### src/rtl/memp_row_packer.sv
// memp_row_packer: packs a stream of scalar elements into no_of_units-wide rows
// and issues one-cycle row writes. Optional XOR checksum: MEMP_PACKER_CHECKSUM_EN.
module memp_row_packer #(
  parameter int                       element_width      = 64,
  parameter int                       no_of_units        = 8,
  parameter int                       address_width      = 20,
  parameter int                       number_of_elements = 72,
  parameter logic [address_width-1:0] base_address       = '0
) (
  input  logic                                  clk,
  input  logic                                  reset,
  input  logic                                  start,
  input  logic                                  in_valid,
  input  logic [element_width-1:0]              in_data,
  output logic                                  in_ready,
  output logic                                  write_enable,
  output logic [address_width-1:0]              output_write_address,
  output logic [no_of_units*element_width-1:0]  output_data,
  output logic                                  busy,
  output logic                                  finish,
  output logic [element_width-1:0]              checksum,
  output logic [1:0]                            dbg_state
);

  localparam int ROW_W  = no_of_units * element_width;
  localparam int LANE_W = (no_of_units > 1) ? $clog2(no_of_units) : 1;
  localparam int CNT_W  = $clog2(number_of_elements + 1);

  typedef enum logic [1:0] {
    S_IDLE  = 2'd0,
    S_FILL  = 2'd1,
    S_DRAIN = 2'd2
  } state_t;

  // Handshake: an element transfers on a rising edge where in_valid & in_ready.
  // in_ready is registered and is only ever high in FILL.
  state_t                   r_state;
  logic [LANE_W-1:0]        r_lane;
  logic [CNT_W-1:0]         r_count;
  logic [address_width-1:0] r_addr;
  logic [ROW_W-1:0]         r_assembly;
  logic                     r_in_ready;
  logic                     r_we;
  logic [address_width-1:0] r_wr_addr;
  logic [ROW_W-1:0]         r_wr_data;
  logic                     r_busy;
  logic                     r_finish;

  logic             w_accept;
  logic             w_last_lane;
  logic             w_last_elem;
  logic [ROW_W-1:0] w_row;

  assign w_accept    = r_in_ready & in_valid;
  assign w_last_lane = (r_lane == LANE_W'(no_of_units - 1));
  assign w_last_elem = (r_count == CNT_W'(number_of_elements - 1));

  // Assembly row with the incoming element merged into the current lane.
  always_comb begin
    w_row = r_assembly;
    for (int k = 0; k < no_of_units; k++) begin
      if (r_lane == LANE_W'(k)) begin
        w_row[k*element_width +: element_width] = in_data;
      end
    end
  end

  always_ff @(posedge clk or posedge reset) begin
    if (reset) begin
      r_state    <= S_IDLE;
      r_lane     <= '0;
      r_count    <= '0;
      r_addr     <= '0;
      r_assembly <= '0;
      r_in_ready <= 1'b0;
      r_we       <= 1'b0;
      r_wr_addr  <= '0;
      r_wr_data  <= '0;
      r_busy     <= 1'b0;
      r_finish   <= 1'b0;
    end else begin
      r_we <= 1'b0;
      case (r_state)
        S_IDLE: begin
          if (start) begin
            r_finish   <= 1'b0;
            r_lane     <= '0;
            r_count    <= '0;
            r_addr     <= base_address;
            r_assembly <= '0;
            r_in_ready <= 1'b1;
            r_busy     <= 1'b1;
            r_state    <= S_FILL;
          end
        end
        S_FILL: begin
          if (w_accept) begin
            r_count <= r_count + CNT_W'(1);
            if (w_last_lane || w_last_elem) begin
              r_wr_data  <= w_row;
              r_wr_addr  <= r_addr;
              r_we       <= 1'b1;
              r_addr     <= r_addr + address_width'(1);
              r_lane     <= '0;
              r_assembly <= '0;
            end else begin
              r_assembly <= w_row;
              r_lane     <= r_lane + LANE_W'(1);
            end
            if (w_last_elem) begin
              r_in_ready <= 1'b0;
              r_state    <= S_DRAIN;
            end
          end
        end
        S_DRAIN: begin
          // The final row write is on the bus during this cycle.
          r_busy   <= 1'b0;
          r_finish <= 1'b1;
          r_state  <= S_IDLE;
        end
        default: r_state <= S_IDLE;
      endcase
    end
  end

`ifdef MEMP_PACKER_CHECKSUM_EN
  logic [element_width-1:0] r_checksum;

  always_ff @(posedge clk or posedge reset) begin
    if (reset) begin
      r_checksum <= '0;
    end else if (r_state == S_IDLE && start) begin
      r_checksum <= '0;
    end else if (r_state == S_FILL && w_accept) begin
      r_checksum <= r_checksum ^ in_data;
    end
  end

  assign checksum = r_checksum;
`else
  assign checksum = '0;
`endif

  assign in_ready             = r_in_ready;
  assign write_enable         = r_we;
  assign output_write_address = r_wr_addr;
  assign output_data          = r_wr_data;
  assign busy                 = r_busy;
  assign finish               = r_finish;
  assign dbg_state            = r_state;

endmodule

### config.mk
export PLATFORM = sky130hd
export DESIGN_NAME = memp_row_packer
export DESIGN_NICKNAME = d
export VERILOG_FILES = /design/src/rtl/memp_row_packer.sv
export SDC_FILE = /design/constraint.sdc
export NUM_CORES = 2
export LEC_CHECK = 0
export CAP_MARGIN = 25
export CELL_PAD_IN_SITES_DETAIL_PLACEMENT = 0
export CELL_PAD_IN_SITES_GLOBAL_PLACEMENT = 1
export CORE_MARGIN = 2
export CORE_UTILIZATION = 30
export DETAILED_ROUTE_END_ITERATION = 10
export MAX_ROUTING_LAYER = met4
export PLACE_DENSITY = 0.64
export SYNTH_ARGS = -nofsm -noshare
export SYNTH_HDL_FRONTEND = slang
export SYNTH_SLANG_ARGS = --single-unit
### constraint.sdc
create_clock -name clk -period 36.1 [get_ports clk]
set_clock_uncertainty 0.2 [all_clocks]
set_input_delay 5.415 -clock clk [delete_from_list [all_inputs] [get_ports clk]]
set_output_delay 5.415 -clock clk [all_outputs]
set_load 0.1 [all_outputs]
# ---- Word level (Yosys, flattened, before mapping)
# Cells that the tools add are included.
dict set report totals {
  ff_bits 1080
  inputBits 68
  out_inout_bits 602
  word_cells 77
}
dict set report op_classes {
  n_addsub 3
  eq_ne 14
  n_mux 37
  bitwise_logic 1
  reduce_logical 11
}
# cell count
set op_table {}
lappend op_table {{2-to-1 mux 512 bit} 3}
lappend op_table {{case mux 512 bit (2 select lines)} 1}
lappend op_table {{2-to-1 mux 64 bit} 8}
lappend op_table {{2-to-1 mux 20 bit} 3}
lappend op_table {{case mux 20 bit (2 select lines)} 1}
lappend op_table {{adder 20 x 1 -> 20 bit, second input constant} 1}
lappend op_table {{2-to-1 mux 7 bit} 2}
lappend op_table {{case mux 7 bit (2 select lines)} 1}
lappend op_table {{== test 3 bit, second input constant} 4}
lappend op_table {{2-to-1 mux 3 bit} 3}
lappend op_table {{AND reduction 3 bit} 3}
lappend op_table {{inequality test 2 bit, second input constant} 4}
lappend op_table {{AND reduction 4 bit} 2}
lappend op_table {{adder 7 x 1 -> 7 bit, second input constant} 1}
lappend op_table {{== test 7 bit, second input constant} 1}
lappend op_table {{2-to-1 mux 1 bit} 7}
lappend op_table {{== test 3 x 2 -> 1 bit, second input constant} 2}
lappend op_table {{2-to-1 mux 2 bit} 3}
lappend op_table {{case mux 1 bit (2 select lines)} 3}
lappend op_table {{case mux 3 bit (2 select lines)} 1}
lappend op_table {{case mux 2 bit (2 select lines)} 1}
lappend op_table {{nonzero test 2 bit} 2}
lappend op_table {{adder 3 x 1 -> 3 bit, second input constant} 1}
lappend op_table {{== test 3 x 1 -> 1 bit, second input constant} 1}
lappend op_table {{7 further kinds} 7}

# ---- Depth between registers and ports, before layout
dict set report depth {
  word_depth 5
  ltp_mapped 9
  depth_no_buf 6
}

# ---- Worst setup path before layout
# OpenSTA, ideal clock, no wires.
dict set report synth_path {
  kind {input -> register}
  startpoint {input port start}
  endpoint {register r_assembly[100]}
  setup_ps 121
  arrival_time_ps 6737
  t_required_ps 35779
  setup_slack_ps 29042
  stages 7
  n_path_buf 3
  path_cell_list {or3b_1 -> clkbuf_1 -> nand2_4 -> buf_6 -> o21ai_2 -> buf_6 -> a22o_1}
}
dict set report synth_between {
  elab_chain_len 2
}
# element line_no
set synth_rtl {}
lappend synth_rtl {{start: declaration} 12} ;# input logic start,
lappend synth_rtl {{inequality test 2 bit (no line)} --}
lappend synth_rtl {{AND reduction 3 bit (no line)} --}
lappend synth_rtl {{end signal: assignment} 107} ;# r_assembly <= w_row;
lappend synth_rtl {{end: declaration} 41} ;# logic [ROW_W-1:0] r_assembly;
# No other way between the ends.
# A chain may end at the register's enable or synchronous reset.

==> impl_results.md <==
* Vias in the first global route at 32.8k
* Final period util at between 20 and 30%
* Final hold violation count at 0
* Htree depth at 3
* Hold_buf cts at 0
* Max cap viols at 0
* GRT Util Overall at 20.9%
* Post-detail-place hpwl at 96400 µm
* Pre-antenna DRT Iters at 6
* Fillers at 14.3k
* First-pass GRT wire length at 231000 µm
* Synth top area cells: dfrtp_1 (61%), a22o_1 (8.9%), nand2_1 (6.7%)
* Starting density of the core at 30.1%
* Full die area at 0.151 mm²
* Yosys top cell area share at 60.9%
* Mapped Area at 0.0443 mm²
* Reg area at about 0.027 mm²
* I/O Pins at between 600 and 700
* Synth Flop Type: dfrtp_1
* FMAX at 101 MHz
* CTS resizes at 0
* Clock latency on the worst-skew pair at 0.74 ns
* Startpoint type of the worst setup path: primary input
* Root Driver: clkbuf_16
* Seq/Total Area, Yosys at approximately three fifths
* EDFF count, synth at 0
* Total Wirelength at 156000 µm
* R2R setup slack at 30.54 ns
* Share of layout cells above drive strength 1 at 7.06%
* Crit path from: reset
* Wire per inst at between 20 and 25 µm
* Unique masters post-synth at 46
* GRT Residual Overflow at 0
* Post-synth ARST share at 100%
* Crit path capture type: async pin
* Synthesis warning total at 0
* # port buffers at 605
* Final net count at 4651
* Crit path DAT at 10.56 ns
* Most frequent cells in the layout: dfrtp_1 (1080), nand2_1 (781), clkdlybuf4s50_1 (604)
* Status: complete, no violations
* Reg-to-reg endpoint: output_data[18]$_DFFE_PP0P_
* Layout area overhead at 26.3%
* Cells after Synth at 4152
* CP Capture Point: r_assembly[21]$_DFFE_PP0P_
* Synthesized flop and latch total at about 1.1k
* Worst hold-check path type: reg -> reg
* Worst hold margin at 0.281 ns
* Vias per cell at 5.06
* Post-synth top area cell: dfrtp_1
* Chip Width at between 300 and 400 µm
* Worst R2R Path Depth at 9
* Avg Inst Size Synth at approximately 11 µm²
* RSZ-0062 raised after global routing: false
* Vias at 33.4k
* Critical Path Fanout Max at between 150 and 200
* Most common cell after layout, fill and taps aside: dfrtp_1
* Largest net degree at the start of global routing at 178
* # setup viols final at 0
* Worst r2r src: r_lane[2]$_DFFE_PP0P_
* Min cycle time layout at 9.89 ns
* Die height at 388 µm
* CTS tree: built
* Post-CTS Setup Inserts at 0
* Clock transition at path regs at 0.06 ns
* Final setup TNS at 0 ns
* # DRC at 0
* Slew HR at 24.2%
* Multi-input logic area at 0.0152 mm²
* Critical path type: in -> async
* Clk sinks at 1080
* Least-Margin Pin Slew at 1.13 ns
* Fin. max-slew vios at 0
* Starting DRT DRC Count at 2886
* Antenna violations before repair at 1
* Routability Congestion at between 0.7 and 0.8
* Post-route ant nets at 0
* Maximum buffer depth of the clock tree at 3
* Req. time, crit path at roughly 37 ns
* Row count at about 140
* CTS buffer count at 119
* Placeable Area at 0.147 mm²
## routing by layer
metal  up-vias  track usage (%)  part of all wire (%)
met5         -                -                     0
met4         0             5.00                   2.3
met3       184             3.04                   5.0
met2      1071             31.6                    46
met1     17100             29.5                    47
li1      15100                -                     -
## Yosys cell counts, drive strengths merged, types with 2 or more instances
library cell  count
nor2            544
nand2           790
xor2              9
o21ai            23
a32o              2
and3              3
nand4            10
nand3            12
or3               5
a31oi           385
a21oi           138
buf             267
clkbuf          176
dfrtp          1080
a22o            450
mux2             20
xnor2             3
nor3              3
and2             69
inv               8
mux2i           129
ha                8
and4              2
nor2b             3
nand2b            3
## final cells by class
cell class / instances / area share [%]
Sequential cell: 1080 / 48.3
Tap cell: 1930 / 4.31
Inverter: 8 / 0.0670
Multi-Input combinational cell: 2684 / 27.1
Clock inverter: 44 / 1.30
Antenna cell: 3 / 0.0134
Clock buffer: 175 / 6.31
Timing Repair Buffer: 682 / 12.6
## through the flow
stage | util (%) | setup slack, ns | cells | area, µm²
2_1_floorplan | - | 0.0808 | 4215 | 44600
3_5_place_dp | 34.9 | 24.83 | 6374 | 51500
3_3_place_gp | 34.8 | 24.83 | 6362 | 51200
4_1_cts | 37.8 | 25.64 | 6593 | 55700
5_1_grt | 38.0 | 25.53 | 6603 | 56000
6_report | 38.0 | 26.21 | 6606 | 56000
## kinds of logic (layout without fill, tap and decap cells)
group	count (synthesis)	in the layout	synth area share, %
AO/OA/AOI/OAI	1002	1002	16.4
multiplexers	149	149	3.42
XOR/XNOR	12	12	0.237
buffers and inverters	451	909	5.69
flip-flops	1080	1080	60.9
AND/OR/NAND/NOR	1449	1449	13.1
adder cells (fa/ha/maj)	8	8	0.226
other	1	67	0.00846
## state kept, by name, summed over array words and instances (netlist names), 2 cells and up
signal                cells
r_assembly              512
output_write_address     20
output_data             512
r_addr                   20
dbg_state                 2
r_lane                    3
r_count                   7
## critical path, cell delays in order
cell and delay, ns:
clkdlybuf4s50_1 0.49, inv_8 0.53, buf_12 0.71, buf_4 0.76, buf_4 0.71, buf_12 0.70
buf_4 0.34, buf_16 0.33
## worst min-delay path by stage
stage	start	to	slack (ns)	depth (start not counted)
2_1_floorplan	r_assembly[448]$_DFFE_PP0P_	r_assembly[448]$_DFFE_PP0P_	0.25	1
3_3_place_gp	r_assembly[453]$_DFFE_PP0P_	r_assembly[453]$_DFFE_PP0P_	0.27	1
3_5_place_dp	r_assembly[493]$_DFFE_PP0P_	r_assembly[493]$_DFFE_PP0P_	0.27	1
4_1_cts	r_assembly[474]$_DFFE_PP0P_	r_assembly[474]$_DFFE_PP0P_	0.29	1
5_1_grt	r_assembly[494]$_DFFE_PP0P_	r_assembly[494]$_DFFE_PP0P_	0.30	1
6_report	r_assembly[477]$_DFFE_PP0P_	r_assembly[477]$_DFFE_PP0P_	0.28	1
Power is left out: the tool's default activity adds up to more than one toggle a clock period on the data nets, which glitch-free logic cannot reach.
